## src/rtl/riscv_alu_pkg.sv

```systemverilog
// Shared ALUOp codes and execute-FSM state encoding for the ALU decoder,
// control unit and alu_multicycle_exec.
package riscv_alu_pkg;

   localparam int OP_W = 4;

   localparam logic [OP_W-1:0] ALU_ADD = 4'd0;
   localparam logic [OP_W-1:0] ALU_SUB = 4'd1;
   localparam logic [OP_W-1:0] ALU_XOR = 4'd2;
   localparam logic [OP_W-1:0] ALU_OR  = 4'd3;
   localparam logic [OP_W-1:0] ALU_AND = 4'd4;
   localparam logic [OP_W-1:0] ALU_SLL = 4'd5;
   localparam logic [OP_W-1:0] ALU_SRL = 4'd6;
   localparam logic [OP_W-1:0] ALU_MUL = 4'd7;
   localparam logic [OP_W-1:0] ALU_DIV = 4'd8;
   localparam logic [OP_W-1:0] ALU_NA  = 4'd15;

   typedef enum logic [1:0] {
      ST_IDLE = 2'd0,
      ST_BUSY = 2'd1,
      ST_DONE = 2'd2
   } alu_state_t;

endpackage

```

## src/rtl/alu_multicycle_exec_muldiv.sv

```systemverilog
// Iterative unsigned shift-add multiplier / restoring divider, one bit per cycle.
// Divider registers exist only when ALU_MULTICYCLE_DIV_EN is defined.
module alu_iter_muldiv #(
   parameter int WIDTH = 32
) (
   input  logic             clk,
   input  logic             rst,
   input  logic             start,
   input  logic             is_div,
   input  logic [WIDTH-1:0] a,
   input  logic [WIDTH-1:0] b,
   output logic             done,
   output logic [WIDTH-1:0] q
);
   localparam int CNT_W = $clog2(WIDTH) + 1;

   logic             r_busy;
   logic [CNT_W-1:0] r_cnt;
   logic [WIDTH-1:0] r_acc;
   logic [WIDTH-1:0] r_mcand;
   logic [WIDTH-1:0] r_mplier;
   logic [WIDTH-1:0] w_mul_next;

   assign w_mul_next = r_mplier[0] ? (r_acc + r_mcand) : r_acc;
   assign done       = r_busy && (r_cnt == CNT_W'(WIDTH - 1));

`ifdef ALU_MULTICYCLE_DIV_EN
   logic             r_is_div;
   logic [WIDTH-1:0] r_quo;
   logic [WIDTH-1:0] r_rem;
   logic [WIDTH-1:0] r_divisor;
   logic [WIDTH:0]   w_rem_sh;
   logic [WIDTH:0]   w_diff;
   logic             w_fits;
   logic [WIDTH-1:0] w_quo_next;
   logic [WIDTH-1:0] w_rem_next;

   // Remainder is always < divisor, so one extra bit is enough to see the borrow.
   assign w_rem_sh   = {r_rem, r_quo[WIDTH-1]};
   assign w_diff     = w_rem_sh - {1'b0, r_divisor};
   assign w_fits     = !w_diff[WIDTH];
   assign w_quo_next = {r_quo[WIDTH-2:0], w_fits};
   assign w_rem_next = w_fits ? w_diff[WIDTH-1:0] : w_rem_sh[WIDTH-1:0];
   assign q          = r_is_div ? w_quo_next : w_mul_next;

   always_ff @(posedge clk) begin
      if (rst) begin
         r_is_div  <= 1'b0;
         r_quo     <= '0;
         r_rem     <= '0;
         r_divisor <= '0;
      end else if (start) begin
         r_is_div  <= is_div;
         r_quo     <= a;
         r_rem     <= '0;
         r_divisor <= b;
      end else if (r_busy) begin
         r_quo     <= w_quo_next;
         r_rem     <= w_rem_next;
      end
   end
`else
   logic w_unused_is_div;
   assign w_unused_is_div = is_div;
   assign q               = w_mul_next;
`endif

   always_ff @(posedge clk) begin
      if (rst) begin
         r_busy   <= 1'b0;
         r_cnt    <= '0;
         r_acc    <= '0;
         r_mcand  <= '0;
         r_mplier <= '0;
      end else if (start) begin
         r_busy   <= 1'b1;
         r_cnt    <= '0;
         r_acc    <= '0;
         r_mcand  <= a;
         r_mplier <= b;
      end else if (r_busy) begin
         r_busy   <= !done;
         r_cnt    <= done ? '0 : r_cnt + CNT_W'(1);
         r_acc    <= w_mul_next;
         r_mcand  <= {r_mcand[WIDTH-2:0], 1'b0};
         r_mplier <= {1'b0, r_mplier[WIDTH-1:1]};
      end
   end

endmodule

```

## src/rtl/alu_multicycle_exec.sv

```systemverilog
// Execute-stage ALU with valid/ready handshakes: single-cycle ops plus iterative MUL/DIV.
// Define ALU_MULTICYCLE_DIV_EN to build the divider; otherwise code 8 is illegal.
//
// state   | meaning
// IDLE    | in_ready=1, waiting for a request
// BUSY    | MUL/DIV iterating, one bit per cycle
// DONE    | out_valid=1, result held until out_ready
module alu_multicycle_exec #(
   parameter int WIDTH = 32,
   parameter int OP_W  = 4
) (
   input  logic             clk,
   input  logic             rst,
   input  logic             in_valid,
   output logic             in_ready,
   input  logic [OP_W-1:0]  alu_op,
   input  logic [WIDTH-1:0] op_a,
   input  logic [WIDTH-1:0] op_b,
   output logic             out_valid,
   input  logic             out_ready,
   output logic [WIDTH-1:0] result,
   output logic             zero,
   output logic             illegal
);
   import riscv_alu_pkg::*;

   localparam int SH_W = $clog2(WIDTH);

   alu_state_t       r_state;
   logic             r_in_ready;
   logic             r_out_valid;
   logic [WIDTH-1:0] r_result;
   logic             r_zero;
   logic             r_illegal;

   logic             w_accept;
   logic             w_div_op;
   logic             w_iter;
   logic             w_done;
   logic [WIDTH-1:0] w_q;
   logic [WIDTH-1:0] w_single;
   logic             w_illegal;

   assign w_accept = in_valid && r_in_ready;
`ifdef ALU_MULTICYCLE_DIV_EN
   assign w_div_op = (alu_op == ALU_DIV);
`else
   assign w_div_op = 1'b0;
`endif
   // Divide-by-zero is answered in one cycle, so only nonzero divisors iterate.
   assign w_iter = (alu_op == ALU_MUL) || (w_div_op && (op_b != '0));

   always_comb begin
      w_single  = '0;
      w_illegal = 1'b0;
      case (alu_op)
         ALU_ADD: w_single = op_a + op_b;
         ALU_SUB: w_single = op_a - op_b;
         ALU_XOR: w_single = op_a ^ op_b;
         ALU_OR:  w_single = op_a | op_b;
         ALU_AND: w_single = op_a & op_b;
         ALU_SLL: w_single = op_a << op_b[SH_W-1:0];
         ALU_SRL: w_single = op_a >> op_b[SH_W-1:0];
         ALU_MUL: w_single = '0;
`ifdef ALU_MULTICYCLE_DIV_EN
         ALU_DIV: w_single = '1;
`endif
         default: w_illegal = 1'b1;
      endcase
   end

   alu_iter_muldiv #(.WIDTH(WIDTH)) u_muldiv (
      .clk    (clk),
      .rst    (rst),
      .start  (w_accept && w_iter),
      .is_div (w_div_op),
      .a      (op_a),
      .b      (op_b),
      .done   (w_done),
      .q      (w_q)
   );

   always_ff @(posedge clk) begin
      if (rst) begin
         r_state     <= ST_IDLE;
         r_in_ready  <= 1'b1;
         r_out_valid <= 1'b0;
         r_result    <= '0;
         r_zero      <= 1'b1;
         r_illegal   <= 1'b0;
      end else begin
         case (r_state)
            ST_IDLE: if (w_accept) begin
               r_in_ready <= 1'b0;
               if (w_iter) begin
                  r_state <= ST_BUSY;
               end else begin
                  r_state     <= ST_DONE;
                  r_out_valid <= 1'b1;
                  r_result    <= w_single;
                  r_zero      <= (w_single == '0);
                  r_illegal   <= w_illegal;
               end
            end
            ST_BUSY: if (w_done) begin
               r_state     <= ST_DONE;
               r_out_valid <= 1'b1;
               r_result    <= w_q;
               r_zero      <= (w_q == '0);
               r_illegal   <= 1'b0;
            end
            ST_DONE: if (out_ready) begin
               r_state     <= ST_IDLE;
               r_out_valid <= 1'b0;
               r_in_ready  <= 1'b1;
            end
            default: begin
               r_state     <= ST_IDLE;
               r_out_valid <= 1'b0;
               r_in_ready  <= 1'b1;
            end
         endcase
      end
   end

   assign in_ready  = r_in_ready;
   assign out_valid = r_out_valid;
   assign result    = r_result;
   assign zero      = r_zero;
   assign illegal   = r_illegal;

endmodule

```

## config.mk

```make
export PLATFORM = sky130hd
export DESIGN_NAME = alu_multicycle_exec
export DESIGN_NICKNAME = d
export VERILOG_FILES = /design/src/rtl/riscv_alu_pkg.sv /design/src/rtl/alu_multicycle_exec_muldiv.sv /design/src/rtl/alu_multicycle_exec.sv
export SDC_FILE = /design/constraint.sdc
export NUM_CORES = 1
export LEC_CHECK = 0
export BUFFER_PORTS_ARGS = -buffer_cell sky130_fd_sc_hd__buf_2
export CAP_MARGIN = 40
export CORE_MARGIN = 10
export CORE_UTILIZATION = 40
export DETAILED_ROUTE_END_ITERATION = 10
export PLACE_DENSITY = 0.66
export SYNTH_ARGS = -nofsm -noshare
export SYNTH_HDL_FRONTEND = slang
export SYNTH_HIERARCHICAL = 1
export SYNTH_SLANG_ARGS = --single-unit
```

## constraint.sdc

```tcl
create_clock -name clk -period 6.84 [get_ports clk]
set_input_delay 1.026 -clock clk [delete_from_list [all_inputs] [get_ports clk]]
set_output_delay 1.026 -clock clk [all_outputs]
set_load 0.005 [all_outputs]
```

* Word level (Yosys, flattened, before mapping)
Cells that the tools add are included.
Operators by class: equality and inequality tests 14, bitwise gates (word level) 4, reduce and logical (&&, ||, !) cells 16, $add $sub $neg 4, shift-type cells 2, muxes and demuxes 35
Operators with widths (count):
- $mux W32 | 8
- $pmux W32 S7 | 1
- $add A32 B32 Y32 | 2
- $logic_not A32 Y1 | 2
- $pmux W32 S2 | 1
- $and A32 B32 Y32 | 1
- $or A32 B32 Y32 | 1
- $shl A32 B5 Y32 | 1
- $shr A32 B5 Y32 | 1
- $sub A32 B32 Y32 | 1
- $xor A32 B32 Y32 | 1
- $eq A4 B3 Y1 const B | 4
- $mux W1 | 15
- $eq A4 B2 Y1 const B | 2
- $mux W2 | 4
- $reduce_and A4 Y1 | 2
- $reduce_or A7 Y1 | 1
- $add A6 B1 Y6 const B | 1
- $eq A6 B5 Y1 const B | 1
- $mux W6 | 1
- $ne A2 B2 Y1 const B | 3
- $pmux W1 S3 | 2
- $pmux W2 S3 | 1
- $reduce_and A3 Y1 | 2
- 12 further kinds | 16
Word-level totals: output and inout bits 36, input port bits 72, bits in registers 141

* Depth between registers and ports, before layout
depth in word-level cells 6, depth in mapped cells 24

* By module
Netlist, hierarchy kept.
Modules (own cells, without submodules):
- alu_multicycle_exec | area an instance 10686.5 µm², instances 1, cells each 1441
- alu_iter_muldiv | area an instance 6321.1 µm², instances 1, cells each 786

* Worst setup path before layout
No wires, ideal clock.
path kind in2reg, start input op_b[0], end register r_zero, in the netlist zero, path buffers 4, required time 6.718 ns, stages on the path 23, slack 0.962 ns, arrival time 5.755 ns, path through buf_4 -> inv_2 -> buf_2 -> clkbuf_1 -> ha_1 -> nand4_1 -> or3_1 -> nand2b_1 -> o41ai_1 -> xnor2_1 -> ha_1 -> clkbuf_1 -> a21oi_1 -> o21ai_1 -> a41o_1 -> nor2b_1 -> a21oi_1 -> nor3_1 -> a2111oi_0 -> xnor2_1 -> o21ai_1 -> nor3_1 -> a311o_1
Between the ends: longest elaborated chain between the ends 6, elaborated cells between the ends (all ways) 12
Ends and longest elaborated chain:
- start: declaration | line alu_multicycle_exec.sv:18 | input logic [WIDTH-1:0] op_b,
- $sub A32 B32 Y32 (tied with other cells) | line alu_multicycle_exec.sv:58 | ALU_SUB: w_single = op_a - op_b;
- $pmux W32 S7 * | line alu_multicycle_exec.sv:56 | case (alu_op)
- $logic_not A32 Y1 * | line alu_multicycle_exec.sv:101 | r_zero <= (w_single == '0);
- $mux W1 * | line alu_multicycle_exec.sv:95 | if (w_iter) begin
- $mux W1 * | line alu_multicycle_exec.sv:93 | ST_IDLE: if (w_accept) begin
- $pmux W1 S2 * | line alu_multicycle_exec.sv:92 | case (r_state)
- end signal: assignment | line alu_multicycle_exec.sv:101
- end signal: assignment | line alu_multicycle_exec.sv:109 | r_zero <= (w_q == '0);
- end: declaration | line alu_multicycle_exec.sv:33 | logic r_zero;
Every way passes the cells marked *; elsewhere a longest branch is shown, timed or not. The select of a mux whose other input is x is not followed. A chain may end at the register's enable or synchronous reset.

* Worst setup path after layout
start input op_b[3], end register r_zero, in the netlist zero
The elaborated chain is that of the path after synthesis.

==> impl_summary.log <==
INFO  metric vdd_drop_max = 176.4 uV
INFO  metric worst_ep_required_time = 7170 ps
INFO  metric layout_cell_share_with_drive_strength_beyond_1 = 14.76%
INFO  metric hold_path_depth = 2
INFO  metric run_status = finished, final reports clean
INFO  metric r2r-start = u_muldiv/r_acc[0]
INFO  metric cellLeakagePower = 0.007636 uW
INFO  metric worstMarginPinSlew = 1047 ps
INFO  metric tritoncts_num_sinks = 141
INFO  metric netlist_area = 0.01700 mm^2
INFO  metric postLayoutCellArea = 0.01847 mm^2
INFO  metric arrival = 6180 ps
INFO  metric number_of_antenna_violations_at_the_first_check_in_global_routing = 6
INFO  metric timing_max_transition_violations_final = 0
INFO  metric post_drt_wl_per_cell = 31.27 um
INFO  metric post-cts-setup-buffer-count = 0
INFO  metric vias_per_cell = 6.724
INFO  metric reg2regPathDepth = 17
INFO  metric cpMaxStageDelayCell = sky130_fd_sc_hd__a2111oi_0
INFO  metric htreeDepth = 4
INFO  metric routabilityCongestion = 1.037
INFO  metric cts_inserted_buffers = 17
INFO  metric place_hpwl = 65.47 mm
INFO  metric critical_path_sink_type = flip-flop
INFO  metric clkTransAtPathRegs = 60 ps
INFO  metric design.portCount = 108
INFO  metric detailed_place.area = 0.01788 mm^2
INFO  metric final_net_count = 2,426
INFO  metric cts_repair_resize_count = 0
INFO  metric crit_chain = buf_2, nor2_1, nand4_1, nor3_1, inv_1, nor4_2, a31o_2, xnor2_1, ha_1, a21o_1, a31oi_1, o21ai_0, a211oi_1, nor2_1, a2111oi_0, xnor2_1, o21ai_1, nor3_1, a311o_1
INFO  metric floorplan.die_area = 0.05116 mm^2
INFO  metric timing_hold_violations_final = 0
INFO  metric clock_skew = 24.66 ps
INFO  metric vias = 18,670
INFO  metric drcViolationCount = 0
INFO  metric cap_viol_max_count = 0
INFO  metric groute.usage.overall = 33.04%
INFO  metric mappedNetlistNets = 2,429
INFO  metric maximum_number_of_pins_on_one_net_before_global_route_repair = 80
INFO  metric first_global_vias = 17,440
INFO  metric critPathKind = in2reg
INFO  metric setup_viol = 0
INFO  metric power.total = 2817 uW
INFO  metric min-delay-start = result[18]
INFO  metric yosysWarningCount = 6
INFO  metric setup.worst_path.start_class = input pin
INFO  metric worst-path-max-fanout = 8
INFO  metric starting_density_of_the_core = 40.54%
INFO  metric syn_inst = 2,226
INFO  metric global_route_wire_length_before_repair = 123.8 mm
INFO  metric die_y = 226.2 um
INFO  metric min-delay-path-class = reg2reg
INFO  metric postSynthAreaPerCell = 7.639 um^2
INFO  metric core_area = 0.04195 mm^2
INFO  metric fp-row-count = 75
INFO  metric io_buffers = 107
INFO  metric clock_latency = 470 ps
INFO  metric die_width = 226.2 um
INFO  metric detail_route.iter0.violations = 2,268
INFO  metric max_stage_delay_on_crit_path = 620 ps
INFO  metric tritoncts = done
INFO  metric drt-total-wl = 86.80 mm
INFO  metric area_overhead_vs_synth = 8.594%
INFO  metric grt-ovfl-total = 0
INFO  metric cp-startpoint = op_b[3]
INFO  metric clock_path_buffers = 2
INFO  metric cts_hold_repair.buffers = 0
INFO  metric grt_setup_unrepaired = no
INFO  metric drt_first_pass_iters = 6
INFO  metric powerDensity = 152.6 mW/mm^2
INFO  metric ant_nets = 0
INFO  metric achievable_frequency = 171.2 MHz
INFO  metric final_layout_setup_total_negative_slack = 0 ps
INFO  metric post-route-period-util = 85.40%
INFO  metric clock-root-buffer = sky130_fd_sc_hd__clkbuf_16
INFO  metric min_period = 5841 ps
INFO  metric worst_slew_margin_rel = 30.17%
## area by class of cell
type,instances,area (um^2)
fillers,4422,23480
multi-input cells,1814,13100
flip-flops and latches,141,2826
repair buffers,156,930.9
well taps,539,674.4
clock buffers,17,425.4
inverters,93,349.1
clock inverters,15,153.9
diodes,1,2.502
## worst max-delay path: cells and delay by family
| kind | cells | cell delay [ps] |
|---|---|---|
| AOI/OAI and AO/OA | 8 | 2350 |
| xor gates and xnor gates | 2 | 250 |
| adders and majority gates | 1 | 330 |
| buffers and inverters | 2 | 310 |
| and+or+nand+nor | 6 | 1900 |
## routing by layer
metal	share of wire [%]	track usage [%]	wire length (um)
met2	43	50.35	37440
met4	5.7	17.66	4959
met5	0.047	0	41
met1	40	43.34	35050
met3	11	6.214	9313
## power breakdown
part	leakage (uW)	internal (uW)	switching, uW
combinational	0.00621	337	692
clock	0.000281	484	453
sequential	0.00114	837	14.2
total	0.00764	1660	1160
## state kept, by name, indices dropped and copies added, names as in the netlist, 2 cells and up
| register | count |
|---|---|
| r_state | 2 |
| u_muldiv/r_cnt | 6 |
| u_muldiv/r_acc | 32 |
| u_muldiv/r_mplier | 32 |
| result | 32 |
| u_muldiv/r_mcand | 32 |
## path summary, 6_finish.rpt
check | to | slack [ps]
worst min-delay path | result[18] | 450
worst max register to register | zero | 2000
worst min register to register | result[18] | 450
worst max-delay path | zero | 1000
## cells in the final DEF (no fill, tap or decap), types with 18 or more instances in the layout
cell and instances:
sky130_fd_sc_hd__dfxtp_1 140, sky130_fd_sc_hd__buf_2 104, sky130_fd_sc_hd__a221oi_1 20, sky130_fd_sc_hd__buf_4 51, sky130_fd_sc_hd__nor4_1 18, sky130_fd_sc_hd__ha_1 129, sky130_fd_sc_hd__xnor2_1 56, sky130_fd_sc_hd__a21o_1 22
sky130_fd_sc_hd__nand3_1 29, sky130_fd_sc_hd__o211ai_1 23, sky130_fd_sc_hd__mux4_2 55, sky130_fd_sc_hd__nor3_1 42, sky130_fd_sc_hd__nand2_1 193, sky130_fd_sc_hd__nor2_1 306, sky130_fd_sc_hd__mux2i_1 136, sky130_fd_sc_hd__inv_1 89
sky130_fd_sc_hd__a21oi_1 216, sky130_fd_sc_hd__a211oi_1 30, sky130_fd_sc_hd__o21ai_0 86, sky130_fd_sc_hd__mux2_2 51, sky130_fd_sc_hd__o21ai_1 33, sky130_fd_sc_hd__nand2b_1 21, sky130_fd_sc_hd__a31oi_1 25, sky130_fd_sc_hd__nand4_1 25
sky130_fd_sc_hd__xor2_1 23, sky130_fd_sc_hd__a22oi_1 27
## metrics by stage
| stage | hold WS [ps] | setup WS (ps) | cells | util [%] |
|---|---|---|---|---|
| after global routing | 476.7 | 586.9 | 2775 | 44.01 |
| after detailed placement | 442.3 | 762.5 | 2743 | 42.63 |
| after CTS | 451.0 | 1206 | 2775 | 44.01 |
| after floorplan | 444.4 | 962.3 | 2226 | - |
| after global placement | 435.3 | 919.5 | 2740 | 42.54 |
| final | 447.7 | 998.9 | 2776 | 44.02 |
Power figures use the tool's default switching activity.
